## config.mk

```make
export PLATFORM = sky130hd
export DESIGN_NAME = countdown_timer_flat
export DESIGN_NICKNAME = d
export VERILOG_FILES = /design/src/rtl/countdown_timer_pkg.sv /design/src/rtl/countdown_timer_if.sv /design/src/rtl/countdown_timer_tick_prescaler.sv /design/src/rtl/countdown_timer.sv /design/src/flat_wrapper.sv
export SDC_FILE = /design/constraint.sdc
export NUM_CORES = 1
export LEC_CHECK = 0
export BUFFER_PORTS_ARGS = -buffer_cell sky130_fd_sc_hd__clkbuf_2
export CAP_MARGIN = 10
export CELL_PAD_IN_SITES_DETAIL_PLACEMENT = 1
export CELL_PAD_IN_SITES_GLOBAL_PLACEMENT = 1
export CORE_AREA = 2 2 91 71
export CTS_BUF_LIST = sky130_fd_sc_hd__clkbuf_4 sky130_fd_sc_hd__clkbuf_8
export CTS_CLUSTER_SIZE = 24
export DETAILED_ROUTE_END_ITERATION = 10
export DIE_AREA = 0 0 93 73
export PLACE_DENSITY = 0.74
export REMOVE_ABC_BUFFERS = 1
export SLEW_MARGIN = 10
export SYNTH_ARGS = -nofsm -noshare
export SYNTH_HDL_FRONTEND = slang
export SYNTH_SLANG_ARGS = --single-unit
export TNS_END_PERCENT = 10
```

## constraint.sdc

```tcl
create_clock -name i_Clk -period 1.9 [get_ports i_Clk]
set_input_delay 0.19 -clock i_Clk [delete_from_list [all_inputs] [get_ports i_Clk]]
set_output_delay 0.19 -clock i_Clk [all_outputs]
set_load 0.1 [all_outputs]
```

## src/rtl/countdown_timer_pkg.sv

```systemverilog
// Shared types for the two-digit BCD countdown timer.
// Holds the FSM state encoding and digit clamp helper.
package timer_pkg;

  typedef enum logic [1:0] {
    IDLE  = 2'd0,
    RUN   = 2'd1,
    PAUSE = 2'd2,
    DONE  = 2'd3
  } state_t;

  localparam logic [3:0] BCD_MAX = 4'd9;

  function automatic logic [3:0] clamp_bcd(input logic [3:0] d);
    return (d > BCD_MAX) ? BCD_MAX : d;
  endfunction

endpackage

```

## src/rtl/countdown_timer_if.sv

```systemverilog
// Control and digit bundle between the button logic and the timer.
// master drives the pulses, slave is the timer itself.
interface countdown_timer_if;

  logic       i_Load;
  logic [3:0] i_Load_Tens;
  logic [3:0] i_Load_Ones;
  logic       i_Start;
  logic       i_Stop;
  logic [3:0] o_Tens;
  logic [3:0] o_Ones;
  logic       o_Running;
  logic       o_Done;

  modport master (
    output i_Load, i_Load_Tens, i_Load_Ones,
    output i_Start, i_Stop,
    input  o_Tens, o_Ones, o_Running, o_Done
  );

  modport slave (
    input  i_Load, i_Load_Tens, i_Load_Ones,
    input  i_Start, i_Stop,
    output o_Tens, o_Ones, o_Running, o_Done
  );

endinterface

```

## src/rtl/countdown_timer_tick_prescaler.sv

```systemverilog
// Divides the clock down to a one-cycle tick every CYCLES_PER_SEC
// enabled cycles; the count is frozen while enable is low.
module tick_prescaler #(
  parameter int CYCLES_PER_SEC = 25000000
) (
  input  logic i_Clk,
  input  logic i_Rst_L,
  input  logic clear,
  input  logic enable,
  output logic tick
);

  localparam int W = $clog2(CYCLES_PER_SEC);
  localparam logic [W-1:0] LAST = W'(CYCLES_PER_SEC - 1);

  logic [W-1:0] cnt_q;

  always_ff @(posedge i_Clk or negedge i_Rst_L) begin
    if (!i_Rst_L) begin
      cnt_q <= '0;
    end else if (clear) begin
      cnt_q <= '0;
    end else if (enable) begin
      cnt_q <= (cnt_q == LAST) ? '0 : cnt_q + 1'b1;
    end
  end

  assign tick = enable && (cnt_q == LAST);

endmodule

```

## src/rtl/countdown_timer.sv

```systemverilog
// Two-digit BCD countdown timer with load, start/stop and done pulse.
// Digits and state are registered; the prescaler supplies the second tick.
module countdown_timer
  import timer_pkg::*;
#(
  parameter int CYCLES_PER_SEC = 25000000
) (
  input logic              i_Clk,
  input logic              i_Rst_L,
  countdown_timer_if.slave bus
);

  state_t     state_q, state_d;
  logic [3:0] tens_q, tens_d;
  logic [3:0] ones_q, ones_d;
  logic       done_q, done_d;
  logic       pre_clr;
  logic       pre_en;
  logic       tick;
  logic       nonzero;
  logic       last_one;

  assign nonzero  = (tens_q != 4'd0) || (ones_q != 4'd0);
  assign last_one = (tens_q == 4'd0) && (ones_q == 4'd1);
  assign pre_en   = (state_q == RUN);

  tick_prescaler #(
    .CYCLES_PER_SEC(CYCLES_PER_SEC)
  ) u_pre (
    .i_Clk  (i_Clk),
    .i_Rst_L(i_Rst_L),
    .clear  (pre_clr),
    .enable (pre_en),
    .tick   (tick)
  );

  always_comb begin
    state_d = state_q;
    tens_d  = tens_q;
    ones_d  = ones_q;
    done_d  = 1'b0;
    pre_clr = 1'b0;
    if (bus.i_Load) begin
      state_d = IDLE;
      tens_d  = clamp_bcd(bus.i_Load_Tens);
      ones_d  = clamp_bcd(bus.i_Load_Ones);
      pre_clr = 1'b1;
    end else begin
      unique case (state_q)
        IDLE: begin
          if (bus.i_Start && !bus.i_Stop && nonzero) begin
            state_d = RUN;
            pre_clr = 1'b1;
          end
        end
        RUN: begin
          // A tick is never lost to a same-cycle stop.
          if (tick) begin
            if (ones_q == 4'd0) begin
              ones_d = BCD_MAX;
              tens_d = tens_q - 4'd1;
            end else begin
              ones_d = ones_q - 4'd1;
            end
          end
          if (tick && last_one) begin
            state_d = DONE;
            done_d  = 1'b1;
          end else if (bus.i_Stop) begin
            state_d = PAUSE;
          end
        end
        PAUSE: begin
          if (bus.i_Start && !bus.i_Stop) begin
            state_d = RUN;
          end
        end
        DONE: begin
          state_d = DONE;
        end
        default: state_d = IDLE;
      endcase
    end
  end

  always_ff @(posedge i_Clk or negedge i_Rst_L) begin
    if (!i_Rst_L) begin
      state_q <= IDLE;
      tens_q  <= 4'd0;
      ones_q  <= 4'd0;
      done_q  <= 1'b0;
    end else begin
      state_q <= state_d;
      tens_q  <= tens_d;
      ones_q  <= ones_d;
      done_q  <= done_d;
    end
  end

  assign bus.o_Tens    = tens_q;
  assign bus.o_Ones    = ones_q;
  assign bus.o_Running = (state_q == RUN);
  assign bus.o_Done    = done_q;

endmodule
```

## src/flat_wrapper.sv

```systemverilog
// flat-port wrapper written by rule: the top's interface ports become plain ports
module countdown_timer_flat import timer_pkg::*;
#(
  parameter int CYCLES_PER_SEC = 25000000
)
  (i_Clk, i_Rst_L, bus_i_Load, bus_i_Load_Tens, bus_i_Load_Ones, bus_i_Start, bus_i_Stop, bus_o_Tens, bus_o_Ones, bus_o_Running, bus_o_Done);
  countdown_timer_if bus_i ();
  input logic i_Clk;
  input logic i_Rst_L;
  input wire logic [$bits(bus_i.i_Load)-1:0] bus_i_Load;
  input wire logic [$bits(bus_i.i_Load_Tens)-1:0] bus_i_Load_Tens;
  input wire logic [$bits(bus_i.i_Load_Ones)-1:0] bus_i_Load_Ones;
  input wire logic [$bits(bus_i.i_Start)-1:0] bus_i_Start;
  input wire logic [$bits(bus_i.i_Stop)-1:0] bus_i_Stop;
  output wire logic [$bits(bus_i.o_Tens)-1:0] bus_o_Tens;
  output wire logic [$bits(bus_i.o_Ones)-1:0] bus_o_Ones;
  output wire logic [$bits(bus_i.o_Running)-1:0] bus_o_Running;
  output wire logic [$bits(bus_i.o_Done)-1:0] bus_o_Done;
  assign bus_i.i_Load = bus_i_Load;
  assign bus_i.i_Load_Tens = bus_i_Load_Tens;
  assign bus_i.i_Load_Ones = bus_i_Load_Ones;
  assign bus_i.i_Start = bus_i_Start;
  assign bus_i.i_Stop = bus_i_Stop;
  assign bus_o_Tens = bus_i.o_Tens;
  assign bus_o_Ones = bus_i.o_Ones;
  assign bus_o_Running = bus_i.o_Running;
  assign bus_o_Done = bus_i.o_Done;
  countdown_timer #(.CYCLES_PER_SEC(CYCLES_PER_SEC)) u_core (.i_Clk(i_Clk), .i_Rst_L(i_Rst_L), .bus(bus_i));
endmodule
```

==> metrics.md, run 1 <==
| Metric | Value |
|---|---|
| Layout cells sized above 1 | `37.2%` |
| Status | `complete, but fails checks` |
| Clk_lat worst skew | `300 ps` |
| Post-synth EDFFs | `0` |
| Finished Cell Area | `2990 µm²` |
| Hold Path Class | `in -> reg` |
| Worst-Margin Slew | `541 ps` |
| Total CTS buffers | `5` |
| Grt ovf | `0` |
| Cell taking the most area after synthesis | `dfrtp_1` |
| Row count | `25` |
| Initial Utilization | `37.9%` |
| Top-count cell post-synth | `dfrtp_1` |
| P_int | `1190 µW` |
| Final TNS setup | `-39.6 ps` |
| Maxcap violations | `0` |
| Main area contributors after synthesis | `dfrtp_1, xnor2_1, a2111oi_4` |
| # diodes | `0` |
| Post-synthesis async set-or-reset flop share | `100%` |
| Die footprint | `6790 µm²` |
| Post-Synthesis Cells | `228` |
| Top cells by count, synth | `dfrtp_1, xnor2_1, nor2_1, nand2_1` |
| Routability cong. | `0.822` |
| Port bufs | `22` |
| Area growth syn-to-layout | `31.5%` |
| Fillers | `702` |
| # DRC | `0` |
| Switching power | `590 µW` |
| Synth Flop Type | `dfrtp_1` |
| Clk sinks | `36` |
| Maximum achievable frequency | `516 MHz` |
| Crit path max fanout | `7` |
| Critical path capture point type | `flop` |
| Max Slew Vio Count | `0` |
| Total power draw | `1780 µW` |
| NumNets Final | `310` |
| DRT iter0 DRCs | `80` |
| Clock share of power | `33.9%` |
| Crit-path slowest cell | `a2111oi_1` |
| TritonCTS clock tree | `done` |
| First-pass DRT Iterations | `4` |
| Crit-path max cell delay | `520 ps` |
| Core region area | `6010 µm²` |
| Synth Register Bits | `36` |
| Final setup margin | `-39.6 ps` |
| Critical Path RT | `2090 ps` |
| Global Route Usage Sum | `20.5%` |
| Sequential Power Share | `45.0%` |
| Chip height | `73 µm` |
| CTS root buf | `clkbuf_8` |
| Via count | `2025` |
| WL per Instance | `17.6 µm` |
| Width of the die | `93 µm` |
| Initial antenna violation count | `0` |
| Combinational power share | `21.1%` |
| Power Density | `595 nW/µm²` |
| Final Setup Violations | `1` |
| Max IR drop VDD | `0.000371 V` |
| Sequential fraction of the synthesis area | `39.6%` |
| Clk buf depth | `2` |
| Slew headroom | `64.1%` |
| Fin crit share | `102%` |
| Sw frac | `33.1%` |
| Syn_area_per_cell | `9.98 µm²` |
| Placement-stage cell area | `2770 µm²` |
| Pleak | `0.00120 µW` |
| First-pass GRT wire length | `10.9 mm` |
| I/O pins | `23` |
| DRT antenna net count | `0` |
| Clock transition at path regs | `80 ps` |
| CP Cell Sequence | `buf_4, and4_1, nand4_1, a2111oi_1, xnor2_1, nor2_1` |
| Clk_skew | `8.16 ps` |
| Crit start category | `flop` |
| Vias in the first global route | `2190` |
| Post-synth top area share | `39.6%` |
| Final Hold Viols | `0` |
| Post-synth cell types | `50` |
| Critical path type | `reg -> reg` |
| Hold slack | `113 ps` |
| Total Wirelength | `6.62 mm` |
| Violated checks | `negative setup slack` |
| Fin crit period | `1940 ps` |
| CP Data Arrival Time | `2130 ps` |
| Hpwl dp | `4.74 mm` |
| Unrepaired setup endpoints after global routing | `yes` |
| Vias/cell | `5.37` |
| Mapped Area | `2270 µm²` |
| Pin count of the biggest net entering global routing | `37` |
| Yosys Warn Count | `0` |
| H-tree Lvls | `2` |
-- worst max-delay path: cells and delay by family (launching register included) --
kind            cells  cell delay, ps
simple gates        3             600
compound gates      1             520
flops               1             360
xor+xnor            1             170
buf+inv             1             160
-- layout make-up --
cell class	instances	area [µm²]	area share [%]
clock inverters	2	15.0	0.502
multi-input cells	174	1350	45.0
clock buffers	6	82.6	2.76
repair buffers	69	509	17.0
inverters	9	33.8	1.13
flip-flops and latches	36	902	30.2
well taps	81	101	3.39
-- layer usage --
layer / vias up / wire length, µm / GRT usage [%]
met2: 41 / 3050 / 32.2
met5: - / 0 / 0
met1: 1007 / 3260 / 29.2
li1: 968 / - / -
met3: 9 / 255 / 4.34
met4: 0 / 57 / 4.90
-- power by group through the flow --
stage,Sequential (µW),Combinational (µW),Clock (µW)
after floorplan,934,98.5,0
after global placement,815,355,0
after detailed placement,817,362,0
after CTS,802,368,621
after global routing,804,398,655
final,802,376,603
-- cell usage in the layout (no fill, tap or decap), types with 3 or more instances in the layout --
cell type,instances
and4_1,5
clkbuf_8,6
nand2_1,16
nand4_1,7
buf_4,43
nor2_4,6
clkbuf_2,21
a21oi_1,10
buf_12,3
a2111oi_2,4
nor2_2,4
nor2_1,18
a2111oi_4,4
nand3_1,8
a211oi_1,6
nor3_1,7
o21ai_0,10
inv_1,8
xnor2_1,21
nand2b_1,3
dfrtp_1,35
-- per-stage QoR --
step           instances  utilization (%)  setup slack [ps]
2_1_floorplan        219                -              -881
3_3_place_gp         365             46.1              -113
3_5_place_dp         365             46.1             -46.6
4_1_cts              375             48.3             -26.8
5_1_grt              377             49.8              -131
6_report             377             49.8             -39.6
-- logic make-up after synthesis --
logic type	synth area share, %
buffers and inverters	4.90
and+or+nand+nor	27.3
DFF	39.6
AOI/OAI and AO/OA	17.4
xor gates and xnor gates	9.24
muxes	0.440
adders and majority gates	1.10
-- repair_timing --
| item | in CTS | in global routing |
|---|---|---|
| endpoints found under the hold margin | 36 | 0 |
| pin swaps | 2 | 3 |
| hold buffers | 1 | 0 |
| endpoints found under the setup margin | 13 | 25 |
| buffers inserted | 1 | 2 |
| resized for setup | 4 | 13 |
-- path summary, 6_finish.rpt --
kind	from	endpoint	slack, ps	cells after the start
max in group asynchronous	i_Rst_L	u_core.bus.o_Ones[0]$_DFFE_PN0P_	1060	3
min in group asynchronous	i_Rst_L	u_core.u_pre.cnt_q[14]$_DFFE_PN0P_	470	3
setup reg to reg	u_core.u_pre.cnt_q[6]$_DFFE_PN0P_	u_core.u_pre.cnt_q[21]$_DFFE_PN0P_	-40	6
hold / removal	bus_i_Stop	u_core.state_q[0]$_DFFE_PN0P_	110	2
hold reg to reg	u_core.u_pre.cnt_q[1]$_DFFE_PN0P_	u_core.u_pre.cnt_q[1]$_DFFE_PN0P_	550	2
setup / recovery	u_core.u_pre.cnt_q[6]$_DFFE_PN0P_	u_core.u_pre.cnt_q[21]$_DFFE_PN0P_	-40	6
-- flip-flops by register name, summed over array words and instances, names as in the netlist --
signal and flops:
u_core.bus.o_Tens 4, u_core.bus.o_Done 1, u_core.bus.o_Ones 4, u_core.state_q 2, u_core.u_pre.cnt_q 25
Note: power is estimated with default switching activity, not from simulation.
==> inputs of run 2 (changes only) <==
- RECOVER_POWER: unset -> 100
==> metrics.md, run 2 (synthesis results as in run 1) <==
| Metric | Value |
|---|---|
| Initial antenna violation count | `0 (unchanged)` |
| Max Slew Vio Count | `0 (unchanged)` |
| Pleak | `0.00120 µW (-0.38%)` |
| Critical Path RT | `2090 ps (about the same)` |
| Port bufs | `22 (unchanged)` |
| Global Route Usage Sum | `20.5% (unchanged)` |
| Clock transition at path regs | `80 ps (about the same)` |
| Max IR drop VDD | `0.000371 V (about the same)` |
| Critical path type | `reg -> reg` |
| Placed Cells | `365 (unchanged)` |
| WL per Instance | `17.6 µm (+0.38%)` |
| Most frequent cells in the layout | `buf_4, dfrtp_1, clkbuf_2` |
| # DRC | `0 (unchanged)` |
| Clk_lat worst skew | `300 ps (about the same)` |
| CTS root buf | `clkbuf_8` |
| Width of the die | `93 µm (unchanged)` |
| First-pass GRT wire length | `10.9 mm (unchanged)` |
| DRT iter0 DRCs | `85 (+6.3%)` |
| Clk buf depth | `2 (unchanged)` |
| Crit start category | `flop` |
| Routability cong. | `0.822 (unchanged)` |
| Routed length on met3 | `290 µm (+14%)` |
| H-tree Lvls | `2 (unchanged)` |
| Sequential Power Share | `45.0% (about the same)` |
| Fin crit period | `1940 ps (+2.98 ps)` |
| Fin crit share | `102% (+0.16 points)` |
| Chip height | `73 µm (unchanged)` |
| Cell Count, Final, Fillers Out | `377 (unchanged)` |
| Status | `complete, but fails checks` |
| NumNets Final | `310 (unchanged)` |
| Commonest non-fill, non-tap cell in the layout | `buf_4` |
| Final Setup Violations | `2 (+1)` |
| Hold slack | `109 ps (-4.52 ps)` |
| Area growth syn-to-layout | `31.2%` |
| I/O pins | `23 (unchanged)` |
| Hpwl dp | `4.74 mm (unchanged)` |
| Layout cells sized above 1 | `36.8% (-0.34 points)` |
| Biggest register | `u_core.u_pre.cnt_q` |
| CP Data Arrival Time | `2130 ps (about the same)` |
| Met2 wire length | `3.08 mm (+1.0%)` |
| Final Hold Viols | `0 (unchanged)` |
| Initial Utilization | `37.9% (unchanged)` |
| Die footprint | `6790 µm² (unchanged)` |
| Sw frac | `33.3% (+0.16 points)` |
| Hold Path Class | `in -> reg` |
| Clk_skew | `7.69 ps (-0.472 ps)` |
| P_int | `1190 µW (-0.22%)` |
| Maximum achievable frequency | `515 MHz (-0.15%)` |
| Unrepaired setup endpoints after global routing | `yes` |
| Top layer in use | `met4` |
| Via count | `2022 (-0.15%)` |
| Core region area | `6010 µm² (unchanged)` |
| Vias/cell | `5.36 (-0.15%)` |
| Final setup margin | `-42.6 ps (-2.98 ps)` |
| # diodes | `0 (unchanged)` |
| Grt ovf | `0 (unchanged)` |
| Max reg flops | `25 (unchanged)` |
| Violated checks | `negative setup slack` |
| Crit path max fanout | `6 (-1)` |
| Maxcap violations | `0 (unchanged)` |
| Power Density | `597 nW/µm² (+0.23%)` |
| Slew headroom | `37.6% (-27 points)` |
| Combinational power share | `20.9% (-0.2 points)` |
| Post-place setup slack | `-46.6 ps (unchanged)` |
| Vias in the first global route | `2190 (unchanged)` |
| First-pass DRT Iterations | `4 (unchanged)` |
| Total CTS buffers | `5 (unchanged)` |
| Row count | `25 (unchanged)` |
| Critical path capture point type | `flop` |
| DRT antenna net count | `0 (unchanged)` |
| TritonCTS clock tree | `done` |
| Worst-Margin Slew | `937 ps (+396 ps)` |
| Clk sinks | `36 (unchanged)` |
| Switching power | `593 µW (+0.52%)` |
| Pin count of the biggest net entering global routing | `37 (unchanged)` |
| Final Util | `49.7% (-0.10 points)` |
| Final TNS setup | `-43.1 ps (-3.51 ps)` |
| Routed met1 length | `3.23 mm (-0.92%)` |
| Total Wirelength | `6.65 mm (+0.38%)` |
| Clock share of power | `34.0% (about the same)` |
[run 2: final timing paths]
kind | from | end | slack (ps) | cells past startpoint
worst min register to register | u_core.u_pre.cnt_q[1]$_DFFE_PN0P_ | u_core.u_pre.cnt_q[1]$_DFFE_PN0P_ | 550 | 2
min in group asynchronous | i_Rst_L | u_core.u_pre.cnt_q[14]$_DFFE_PN0P_ | 640 | 3
max in group asynchronous | i_Rst_L | u_core.bus.o_Ones[0]$_DFFE_PN0P_ | 610 | 3
worst min-delay path | bus_i_Stop | u_core.state_q[0]$_DFFE_PN0P_ | 110 | 2
worst max-delay path | u_core.u_pre.cnt_q[7]$_DFFE_PN0P_ | u_core.u_pre.cnt_q[21]$_DFFE_PN0P_ | -40 | 6
worst max register to register | u_core.u_pre.cnt_q[7]$_DFFE_PN0P_ | u_core.u_pre.cnt_q[21]$_DFFE_PN0P_ | -40 | 6
[run 2: final cells by class]
class | instances | area (µm²)
Sequential cell | 36 | 902
Multi-Input combinational cell | 174 | 1350
Clock inverter | 2 | 15.0
Fill cell | 700 | 3020
Clock buffer | 6 | 82.6
Tap cell | 81 | 101
Timing Repair Buffer | 69 | 503
Inverter | 9 | 33.8
[run 2: critical path: stages (launching register included)]
cell and delay, ps:
dfrtp_1 370, buf_4 150, and4_1 220, nand4_1 330, a2111oi_1 530, xnor2_1 170
nor2_1 50
[run 2: per-stage QoR]
stage                     power, µW  instance area [µm²]
final                          1780                 2990
after global routing           1850                 2990
after CTS                      1790                 2900
after detailed placement       1180                 2770
after global placement         1170                 2770
after floorplan                1030                 2200
[run 2: routing by layer]
layer  vias up  global-route usage, %
li1        968                      -
met1      1007                   29.2
met2        40                   32.2
met3         7                   4.34
met4         0                   4.90
met5         -                      0
[run 2: power by group through the flow]
stage | clock (µW) | sequential [µW] | combinational, µW
after global placement | 0 | 815 | 355
after global routing | 655 | 805 | 395
after detailed placement | 0 | 817 | 362
final | 606 | 802 | 373
after CTS | 621 | 802 | 368
after floorplan | 0 | 934 | 98.5
[run 2: what timing repair did]
item                                   in CTS  in global routing
setup endpoints to repair                  13                 25
resized for setup                           4                 13
pin swaps                                   2                  3
endpoints found under the hold margin      36                  0
setup buffers                               1                  2
hold buffers                                1                  0
==> inputs of run 3 (changes only) <==
- SETUP_SLACK_MARGIN: unset -> 0.2
==> metrics.md, run 3 (synthesis results as in run 1) <==
| Metric | Value |
|---|---|
| Critical path capture point type | `flop` |
| Maximum achievable frequency | `525 MHz (+2.0%)` |
| Critical path type | `reg -> reg` |
| Placed Cells | `365 (unchanged)` |
| DRT antenna net count | `0 (unchanged)` |
| Max reg flops | `25 (unchanged)` |
| Width of the die | `93 µm (unchanged)` |
| Finished Cell Area | `3360 µm² (+13%)` |
| Power Density | `560 nW/µm² (-6.2%)` |
| Cell Count, Final, Fillers Out | `387 (+2.7%)` |
| CP Cell Sequence | `nor4_4, buf_4, a311o_2, a2111oi_2, xnor2_1, nor2_4` |
| # DRC | `0 (unchanged)` |
| Global Route Usage Sum | `23.8% (+3.3 points)` |
| Placement-stage cell area | `2770 µm² (unchanged)` |
| Via count | `2187 (+8.2%)` |
| Fin crit share | `100% (-2.0 points)` |
| Most frequent cells in the layout | `buf_4, dfrtp_1, clkbuf_2` |
| Pleak | `0.00137 µW (+14%)` |
| H-tree Lvls | `2 (unchanged)` |
| Total Wirelength | `8.09 mm (+22%)` |
| Pin count of the biggest net entering global routing | `37 (unchanged)` |
| Vias in the first global route | `2353 (+7.4%)` |
| WL per Instance | `20.9 µm (+19%)` |
| TritonCTS clock tree | `done` |
| Slew headroom | `36.3% (-1.2 points)` |
| Grt ovf | `0 (unchanged)` |
| Clk_lat worst skew | `300 ps (about the same)` |
| Clk buf depth | `2 (unchanged)` |
| CP Data Arrival Time | `2100 ps (-30 ps)` |
| Hold Path Class | `in -> reg` |
| Worst-Margin Slew | `955 ps (+18.5 ps)` |
| DRT iter0 DRCs | `119 (+40%)` |
| Hpwl dp | `4.74 mm (unchanged)` |
| Total CTS buffers | `5 (unchanged)` |
| Max IR drop VDD | `0.000378 V (+1.9%)` |
| Max Slew Vio Count | `0 (unchanged)` |
| Routability cong. | `0.822 (unchanged)` |
| First-pass GRT wire length | `12.4 mm (+14%)` |
| Unrepaired setup endpoints after global routing | `yes` |
| Final Hold Viols | `0 (unchanged)` |
| Row count | `25 (unchanged)` |
| Commonest non-fill, non-tap cell in the layout | `buf_4` |
| Initial Utilization | `37.9% (unchanged)` |
| Total power draw | `1880 µW (+5.6%)` |
| I/O pins | `23 (unchanged)` |
| Biggest register | `u_core.u_pre.cnt_q` |
| Vias/cell | `5.65 (+5.4%)` |
| Maxcap violations | `0 (unchanged)` |
| Clock transition at path regs | `80 ps (about the same)` |
| Final setup margin | `-4.61 ps (+38.0 ps)` |
| Clk_skew | `4.13 ps (-3.56 ps)` |
| Layout cells sized above 1 | `50.0% (+13 points)` |
| Violated checks | `negative setup slack` |
| Crit-path slowest cell | `a311o_2` |
| Crit-path max cell delay | `460 ps (-70 ps)` |
| Port bufs | `22 (unchanged)` |
| CTS root buf | `clkbuf_8` |
| CP delay by family, top | `compound AO/OA/AOI/OAI gates` |
| Chip height | `73 µm (unchanged)` |
| Die footprint | `6790 µm² (unchanged)` |
| Critical Path RT | `2100 ps (about the same)` |
| NumNets Final | `320 (+3.2%)` |
| Status | `complete, but fails checks` |
| Crit path max fanout | `6 (unchanged)` |
| Core region area | `6010 µm² (unchanged)` |
| # diodes | `0 (unchanged)` |
| Final Setup Violations | `2 (unchanged)` |
| Initial antenna violation count | `0 (unchanged)` |
| Area growth syn-to-layout | `47.8%` |
| First-pass DRT Iterations | `4 (unchanged)` |
| Fin crit period | `1900 ps (-38.0 ps)` |
| Buffers and inverters on the worst path | `1 (unchanged)` |
| Clk sinks | `36 (unchanged)` |
| Crit start category | `flop` |
## run 3: cell types whose count changed in the layout (fill, tap and decap cells not counted), moves of 4 or more
cell and change:
buf_6 +6, nor2_4 +4, nor2_1 -5, nor3_1 -5
## run 3: cell type report
| class | instances | area (µm²) |
|---|---|---|
| Sequential cell | 36 | 902 |
| Inverter | 9 | 33.8 |
| Multi-Input combinational cell | 175 | 1590 |
| Timing Repair Buffer | 78 | 634 |
| Clock buffer | 6 | 82.6 |
| Fill cell | 666 | 2640 |
| Clock inverter | 2 | 15.0 |
| Tap cell | 81 | 101 |
## run 3: final timing paths
| check | slack, ps | endpoint | from | depth (start not counted) |
|---|---|---|---|---|
| max reg2reg | -5 | u_core.u_pre.cnt_q[21]$_DFFE_PN0P_ | u_core.bus.o_Ones[3]$_DFFE_PN0P_ | 6 |
| min reg2reg | 560 | u_core.u_pre.cnt_q[1]$_DFFE_PN0P_ | u_core.u_pre.cnt_q[1]$_DFFE_PN0P_ | 2 |
| min | 120 | u_core.state_q[0]$_DFFE_PN0P_ | bus_i_Stop | 2 |
| max in group asynchronous | 600 | u_core.bus.o_Ones[2]$_DFFE_PN0P_ | i_Rst_L | 3 |
| min in group asynchronous | 640 | u_core.u_pre.cnt_q[16]$_DFFE_PN0P_ | i_Rst_L | 3 |
| max | -5 | u_core.u_pre.cnt_q[21]$_DFFE_PN0P_ | u_core.bus.o_Ones[3]$_DFFE_PN0P_ | 6 |
## run 3: stage by stage
stage          worst slack (ps)  util (%)  setup TNS (ps)  hold WS [ps]
2_1_floorplan              -881         -          -15850          -106
5_1_grt                   -50.2      56.0            -368           114
3_5_place_dp              -46.6      46.1            -144           277
4_1_cts                    29.7      52.8               0          98.0
3_3_place_gp               -113      46.1            -790           269
6_report                  -4.61      56.0           -6.98           119
## run 3: power breakdown
group | internal [µW] | switching (µW) | total [µW]
Sequential | 783 | 21.6 | 805
Combinational | 152 | 303 | 455
Clock | 294 | 328 | 622
## run 3: timing repair
item / CTS / global route
gates resized for setup: 45 / 30
cloned: 2 / 1
hold buffers: 1 / 0
hold endpoints to repair: 36 / 0
pin swaps: 30 / 21
setup endpoints to repair: 32 / 34
setup buffers: 7 / 3
## run 3: layer usage
layer	wire (µm)	vias up	share of wire (%)	global-route usage [%]
met5	0	-	0	0
met4	98	0	1.2	7.68
met3	377	10	4.7	4.44
met2	4110	60	51	39.4
met1	3510	1123	43	31.9
li1	-	994	-	-
